`src/rtl/bcd_scan_ctrl.sv`:
```
// bcd_scan_ctrl: time-multiplexed 4-digit common-anode 7-segment controller.
//
// Two 4-bit binary channels (A, B) share one bcd_4bits converter. Four digit
// slots are scanned in order: A units, A tens, B units, B tens. Each slot lasts
// 2^DIV_W cycles. The first BLANK_CYC cycles of every slot are dark to avoid
// ghosting. Both channels are snapshotted once per frame, at the final tick of
// slot 3, so that a frame always shows one consistent pair of values.
//
// Parameters:
//   DIV_W      prescaler width, slot length = 2^DIV_W cycles
//   BLANK_CYC  dark cycles at the start of each slot (0 .. 2^DIV_W-1)
//
// Ports:
//   clk         system clock, rising edge
//   rst         asynchronous active-high reset
//   en          scan enable; while low the scan state holds and outputs go dark
//   num_a       channel A value 0..15, bit 0 is the MSB
//   num_b       channel B value 0..15, bit 0 is the MSB
//   seg         segments a..g, active-low, registered
//   an          digit enables, active-low, registered; an[k] selects slot k
//   frame_done  one-cycle pulse on the edge that takes a new snapshot
//
// Build option:
//   LZ_BLANK_EN  when defined, a tens digit whose snapshotted value is < 10
//                stays dark for its whole slot (leading-zero blanking).

// Binary 0..15 to two 7-segment digits (active-low, a..g in bits 0..6).
// y_a is the units digit, y_b the tens digit ("0" or "1").
module bcd_4bits (
    input  logic [0:3] num,
    output logic [0:6] y_a,
    output logic [0:6] y_b
);

    logic       ge_ten;
    logic [3:0] units;

    function automatic logic [0:6] digit_seg(input logic [3:0] d);
        logic [0:6] s;
        s = 7'b1111111;
        case (d)
            4'd0:    s = 7'b0000001;
            4'd1:    s = 7'b1001111;
            4'd2:    s = 7'b0010010;
            4'd3:    s = 7'b0000110;
            4'd4:    s = 7'b1001100;
            4'd5:    s = 7'b0100100;
            4'd6:    s = 7'b0100000;
            4'd7:    s = 7'b0001111;
            4'd8:    s = 7'b0000000;
            4'd9:    s = 7'b0000100;
            default: s = 7'b1111111;
        endcase
        return s;
    endfunction

    always_comb begin
        ge_ten = (num >= 4'd10);
        units  = ge_ten ? (num - 4'd10) : num;
        y_a    = digit_seg(units);
        y_b    = digit_seg(ge_ten ? 4'd1 : 4'd0);
    end

endmodule

module bcd_scan_ctrl #(
    parameter int unsigned DIV_W     = 16,
    parameter int unsigned BLANK_CYC = 4
) (
    input  logic       clk,
    input  logic       rst,
    input  logic       en,
    input  logic [0:3] num_a,
    input  logic [0:3] num_b,
    output logic [0:6] seg,
    output logic [0:3] an,
    output logic       frame_done
);

    typedef enum logic [1:0] {
        SlotAUnits = 2'd0,
        SlotATens  = 2'd1,
        SlotBUnits = 2'd2,
        SlotBTens  = 2'd3
    } slot_e;

    localparam logic [DIV_W-1:0] BlankThr = DIV_W'(BLANK_CYC);

    slot_e            slot_q, slot_d;
    logic [DIV_W-1:0] cnt_q, cnt_d;
    logic [0:3]       shadow_a_q, shadow_a_d;
    logic [0:3]       shadow_b_q, shadow_b_d;
    logic [0:3]       an_q, an_d;
    logic [0:6]       seg_q, seg_d;
    logic             frame_done_q, frame_done_d;

    logic             tick;
    logic             tens_slot;
    logic             lit;
    logic [0:3]       conv_in;
    logic [0:6]       y_a, y_b;

    bcd_4bits u_conv (
        .num (conv_in),
        .y_a (y_a),
        .y_b (y_b)
    );

    always_ff @(posedge clk or posedge rst) begin
        if (rst) begin
            slot_q       <= SlotAUnits;
            cnt_q        <= '0;
            shadow_a_q   <= '0;
            shadow_b_q   <= '0;
            an_q         <= 4'b1111;
            seg_q        <= 7'b1111111;
            frame_done_q <= 1'b0;
        end else begin
            slot_q       <= slot_d;
            cnt_q        <= cnt_d;
            shadow_a_q   <= shadow_a_d;
            shadow_b_q   <= shadow_b_d;
            an_q         <= an_d;
            seg_q        <= seg_d;
            frame_done_q <= frame_done_d;
        end
    end

    always_comb begin
        slot_d       = slot_q;
        cnt_d        = cnt_q;
        shadow_a_d   = shadow_a_q;
        shadow_b_d   = shadow_b_q;
        frame_done_d = 1'b0;
        an_d         = 4'b1111;
        seg_d        = 7'b1111111;

        // A would-be tick with en low is suppressed, so the scan holds cleanly.
        tick = en && (cnt_q == '1);

        if (en) begin
            cnt_d = cnt_q + DIV_W'(1);
        end

        if (tick) begin
            unique case (slot_q)
                SlotAUnits: slot_d = SlotATens;
                SlotATens:  slot_d = SlotBUnits;
                SlotBUnits: slot_d = SlotBTens;
                SlotBTens: begin
                    slot_d       = SlotAUnits;
                    shadow_a_d   = num_a;
                    shadow_b_d   = num_b;
                    frame_done_d = 1'b1;
                end
                default:    slot_d = SlotAUnits;
            endcase
        end

        // Slots 0-1 show channel A, slots 2-3 channel B; odd slots are tens.
        conv_in   = slot_q[1] ? shadow_b_q : shadow_a_q;
        tens_slot = slot_q[0];
        lit       = en && (cnt_q >= BlankThr);
`ifdef LZ_BLANK_EN
        if (tens_slot && (conv_in < 4'd10)) begin
            lit = 1'b0;
        end
`endif

        if (lit) begin
            unique case (slot_q)
                SlotAUnits: an_d = 4'b0111;
                SlotATens:  an_d = 4'b1011;
                SlotBUnits: an_d = 4'b1101;
                SlotBTens:  an_d = 4'b1110;
                default:    an_d = 4'b1111;
            endcase
            seg_d = tens_slot ? y_b : y_a;
        end
    end

    assign seg        = seg_q;
    assign an         = an_q;
    assign frame_done = frame_done_q;

endmodule

```
`config.mk`:
```
export PLATFORM = sky130hd
export DESIGN_NAME = bcd_scan_ctrl
export DESIGN_NICKNAME = d
export VERILOG_FILES = /design/src/rtl/bcd_scan_ctrl.sv
export SDC_FILE = /design/constraint.sdc
export NUM_CORES = 1
export LEC_CHECK = 0
export CAP_MARGIN = 20
export CORE_MARGIN = 4
export CORE_UTILIZATION = 30
export CTS_CLUSTER_SIZE = 25
export DETAILED_ROUTE_END_ITERATION = 6
export HOLD_SLACK_MARGIN = 0.08
export REMOVE_ABC_BUFFERS = 1
export SLEW_MARGIN = 20
export SYNTH_ARGS = -nofsm -noshare
export SYNTH_HDL_FRONTEND = slang
export SYNTH_SLANG_ARGS = --single-unit
```
`constraint.sdc`:
```
create_clock -name clk -period 2.2 [get_ports clk]
set_input_delay 0.44 -clock clk [delete_from_list [all_inputs] [get_ports clk]]
set_output_delay 0.44 -clock clk [all_outputs]
set_load 0.02 [all_outputs]
```
; Word level (Yosys, flattened, before mapping)
; Memories as Yosys holds them, arrays and structs flattened.
; Index checks and enable logic that the tools add are counted.
[word_totals]
reg_bits = 38
mem_bits_ro = 224
input_bits = 11
output_inout_bits = 12
word_cells = 31
n_memories = 2
[op_classes]
n_addsub = 2
magnitude_cmp = 2
n_eq_ne = 4
mux = 10
n_reduce_logical = 4
[memory_table]
columns = name, depth, word_bits, read_ports, rd_ports_with_merged_regs, wr, line_no
row1 = (name not given), 16, 7, 1, 0, 0, 41  ; case (d)
row2 = (name not given), 16, 7, 1, 0, 0, 41
[op_table]
columns = op, n
row1 = 16-bit by 1-bit adder with 16-bit output (second input constant), 1
row2 = 16-bit equality test (second input constant), 1
row3 = 16-bit by 3-bit greater-or-equal comparator with 1-bit output (second input constant), 1
row4 = 4-bit one-hot mux with 4 select lines, 1
row5 = 7-bit 2-to-1 mux, 2
row6 = 4-bit 2-to-1 mux, 3
row7 = 2-bit one-hot mux with 4 select lines, 1
row8 = 2-bit equality test (second input constant), 2
row9 = 4-bit greater-or-equal comparator (second input constant), 1
row10 = 4-bit subtractor (second input constant), 1
row11 = 1-bit 2-to-1 mux, 3
row12 = 2-bit by 1-bit equality test with 1-bit output (second input constant), 1
row13 = 1-bit logical AND, 2
row14 = 2-bit zero test, 1
row15 = 2-bit AND reduction, 1

; Depth between registers and ports, before layout
; An unclocked memory read counts as a cell.
[depth]
word_depth = 6
mapped_depth = 11
depth_no_buf = 10

; By module
; A second synthesis with hierarchy kept.
[hier_totals]
hier_cells = 205
area_unflattened_um2 = 2202.1
[modules_own_cells]
columns = module, instances, cells_per_inst, area_per_inst_um2, seq_area_each_um2
row1 = bcd_scan_ctrl, 1, 138, 1722.9, 964.7
row2 = bcd_4bits, 1, 67, 479.2, 0.0

; Least setup slack after synthesis
; OpenSTA, ideal clock, no wires.
[synth_path]
path_type = reg-to-reg
startpoint = reg slot_q[1]
endpoint = reg seg_q, in the netlist seg[0]
setup_time_ns = 0.079
arrival_ns = 2.199
required_ns = 2.121
setup_slack_ns = -0.078
path_stages_with_launch = 8
n_path_buf = 1
synth_period_minus_slack_ns = 2.278
path_cell_list = dfrtp_1 > buf_6 > mux2i_2 > ha_1 > a211o_1 > a2111oi_2 > and3b_1 > o21ai_0
[synth_between]
elab_chain_cells = 6
word_cells_on_any_way = 9
cone_classes = add/sub: 1 / order compare: 1 / mux: 5 / memory: 2
[synth_lines]
columns = item, line_no
row1 = "start, declared", 89  ; slot_e slot_q, slot_d;
row2 = "start signal, assigned", 111  ; slot_q <= SlotAUnits;
row3 = "start signal, assigned", 119  ; slot_q <= slot_d;
row4 = 4-bit 2-to-1 mux (*), 161  ; conv_in = slot_q[1] ? shadow_b_q : shadow_a_q;
row5 = 4-bit subtractor / 4-bit greater-or-equal comparator (equally long branches), "59, 58"
row6 = 4-bit 2-to-1 mux / 1-bit 2-to-1 mux (equally long branches), "59, 61"
row7 = memory 16 x 7 bit, --
row8 = 7-bit 2-to-1 mux (*), 178  ; seg_d = tens_slot ? y_b : y_a;
row9 = 7-bit 2-to-1 mux (*), 170  ; if (lit) begin
row10 = net seg_d (one bit), 94  ; logic [0:6] seg_q, seg_d;
row11 = "end signal, assigned", 124  ; seg_q <= seg_d;
row12 = "end, declared", 94
; The timed path passes the listed nets; every way through them passes the cells marked *.
; A chain may end at the register's enable or synchronous reset.

; Worst setup path in the final report
[layout_path]
startpoint = reg slot_q[1]
endpoint = reg seg_q, in the netlist seg[4]
; Same word-level chain as after synthesis.

==> flow_metrics.env <==
export IMPL_period_needed_ps=2080
export IMPL_p_leak_nw=1.12
export IMPL_cp_end_kind="register"
export IMPL_fin_skew_ps=5.67
export IMPL_clock_latency_ps=280
export IMPL_grt_max_degree=39
export IMPL_yosysUniqueCellTypes=40
export IMPL_die_area_um2=7850
export IMPL_globalRouteMet3Util=0.0205
export IMPL_p_comb_frac=0.194
export IMPL_initial_utilization=0.309
export IMPL_cts_sinks=38
export IMPL_gp_congestion=0.837
export IMPL_totalWireLength_um=3760
export IMPL_p_clk_frac=0.315
export IMPL_gr_total_overflow=0
export IMPL_hp_start="cnt_q[15]$_DFFE_PP0P_"
export IMPL_syn_area_um2=1950
export IMPL_drcViolationCount=0
export IMPL_hold_viol=0
export IMPL_placeableCoreArea_um2=6310
export IMPL_hold_ws_ps=494
export IMPL_r2r_start="slot_q[1]$_DFFE_PP0P_"
export IMPL_cts_tree="built"
export IMPL_avgSynthCellArea_um2=11.1
export IMPL_ioPinCount=23
export IMPL_vdd_ir_drop_max_uv=229
export IMPL_cts_hold_buf=0
export IMPL_switching_share=0.261
export IMPL_path_max_fanout=5
export IMPL_fp_dieH_um=88.6
export IMPL_relSlewSlack=0.610
export IMPL_netlist_instances=176
export IMPL_synth_warnings=0
export IMPL_met1_usage=0.150
export IMPL_dp_hpwl_um=2800
export IMPL_grt_pass1_wl_um=6520
export IMPL_status="completed"
export IMPL_viasPerCell=4.81
export IMPL_clock_fmax_mhz=482
export IMPL_port_buffer_count=22
export IMPL_grt_pass1_vias=1362
export IMPL_fin_area_um2=2500
export IMPL_mostFrequentLayoutCell="dfrtp_1"
export IMPL_antenna_found_initial=0
export IMPL_wire_per_inst_um=12.7
export IMPL_power_density_nw_per_um2=719
export IMPL_nNetsFinal=243
export IMPL_rsz0062_at_grt="yes"
export IMPL_drt_pass1_iterations=4
export IMPL_utilization=0.397
export IMPL_critPathLaunch="slot_q[1]$_DFFE_PP0P_"
export IMPL_area_growth_pct=28.6
export IMPL_finalMaxSlewViolations=0
export IMPL_ant_nets=0
export IMPL_reg2reg_depth=9
export IMPL_critPathRequiredTime_ps=2410
export IMPL_num_antenna_cells=0
export IMPL_power_frac_seq=0.491
export IMPL_grt_busiest_layer="met2"
export IMPL_clock_tree_root_cell="clkbuf_8"
export IMPL_gr_usage_all_layers=0.106
export IMPL_p_switching_uw=470
export IMPL_layout_cells_non_filler=297
export IMPL_internal_power_mw=1.33
export IMPL_ys_seq_elements=38
export IMPL_path_clk_slew_ps=70
export IMPL_setup_violations=0
export IMPL_mostFrequentLayoutCells="dfrtp_1 (26), clkdlybuf4s50_1 (22), nand2_1 (18), buf_4 (16), ha_1 (13)"
export IMPL_cp_arrival_ps=2280
export IMPL_num_rows=29
export IMPL_met2_usage=0.156
export IMPL_cap_violations=0
export IMPL_h_tree_depth=2
export IMPL_worst_slew_pin_slew_ps=582
export IMPL_numCtsBuffers=5
export IMPL_cts_path_max_buffers=2
export IMPL_finalCritPeriodShare=0.944
export IMPL_critPathKind="reg -> reg"
export IMPL_num_vias=1430
export IMPL_holdPathStages=1
export IMPL_synth_seq_area_share=0.495
export IMPL_drive_above_1_share=0.191
export IMPL_min_path_type="reg -> reg"
export IMPL_die_w_um=88.6
export IMPL_placed_cell_area_um2=2380
export IMPL_start_kind="register"
export IMPL_dp_cells=289
export IMPL_drt_iter0_markers=78
Yosys cell counts, drive strengths merged:
cell type / n / area [µm²]
a2111oi: 1 / 15.0
a211o: 2 / 17.5
a211oi: 2 / 15.0
a21boi: 1 / 7.51
a21oi: 6 / 30.0
a311o: 1 / 10.0
a31oi: 1 / 6.26
a41oi: 1 / 8.76
and2: 1 / 6.26
and3: 7 / 43.8
and3b: 1 / 8.76
and4: 2 / 17.5
buf: 3 / 23.8
dfrtp: 27 / 676
dfstp: 11 / 289
ha: 13 / 163
inv: 8 / 32.5
mux2: 10 / 113
mux2i: 5 / 53.8
nand2: 18 / 67.6
nand3: 8 / 40.0
nand4: 3 / 18.8
nor2: 7 / 26.3
nor2b: 1 / 6.26
nor3: 1 / 5.00
nor4: 3 / 18.8
o211ai: 1 / 7.51
o21ai: 12 / 60.1
o22ai: 1 / 6.26
o31ai: 2 / 15.0
or3b: 1 / 8.76
xnor2: 11 / 96.3
xor2: 4 / 35.0
stage by stage:
stage	setup TNS (ps)	setup slack [ps]	power [mW]
6_report	0	124	1.80
5_1_grt	-2.52	-2.52	1.90
4_1_cts	0	42.0	1.83
3_5_place_dp	0	51.6	1.25
3_3_place_gp	0	59.8	1.25
2_1_floorplan	-880	-225	1.08
state kept, by name, indices dropped and copies added, names as in the netlist:
register,flops
an,4
cnt_q,16
slot_q,2
seg,7
frame_done,1
shadow_a_q,4
shadow_b_q,4
critical path, stage by stage, from the launching register on:
cell and delay, ps:
dfrtp_2 440, buf_4 140, mux2_2 330, o21ai_1 240, inv_2 60, ha_1 190
nand2_1 60, a21oi_1 40, a311o_1 330, o211ai_1 170
final cells by class:
cell class	instances	area (µm²)
Fill cell	618	3810
Sequential cell	38	966
Multi-Input combinational cell	127	943
Timing Repair Buffer	39	360
Tap cell	77	96.3
Clock buffer	7	76.3
Inverter	8	32.5
Clock inverter	1	30.0
final timing paths:
check | to | slack (ps)
setup / recovery | seg[4]$_DFF_PP1_ | 120
hold / removal | cnt_q[15]$_DFFE_PP0P_ | 490
setup reg to reg | seg[4]$_DFF_PP1_ | 120
hold reg to reg | cnt_q[15]$_DFFE_PP0P_ | 490
max in group asynchronous | slot_q[1]$_DFFE_PP0P_ | 1290
min in group asynchronous | cnt_q[2]$_DFFE_PP0P_ | 550
routing by layer:
metal  wire length (µm)  vias up
li1                   -      711
met1               1840      681
met2               1650       29
met3                165        9
met4                101        0
met5                  0        -
kinds of logic (layout without fill, tap and decap cells):
family | after synthesis | in the layout | share of synthesized area
and+or+nand+nor | 53 | 53 | 0.137
DFF | 38 | 38 | 0.495
AOI/OAI and AO/OA | 31 | 31 | 0.102
xor gates and xnor gates | 15 | 15 | 0.0674
muxes | 15 | 15 | 0.0854
adders and majority gates | 13 | 13 | 0.0835
buffers and inverters | 11 | 55 | 0.0289
power by group through the flow:
stage / logic, mW / registers (mW) / clock network (mW)
after floorplan: 0.142 / 0.942 / 0
after global placement: 0.350 / 0.899 / 0
after detailed placement: 0.355 / 0.899 / 0
after CTS: 0.356 / 0.887 / 0.588
after global routing: 0.386 / 0.900 / 0.610
final: 0.349 / 0.885 / 0.568
timing repair:
action                     4_1_cts  5_1_grt
setup endpoints to repair        0        7
setup buffers                    0        0
gates resized for setup          0        4
Note: power is estimated with default switching activity, not from simulation.
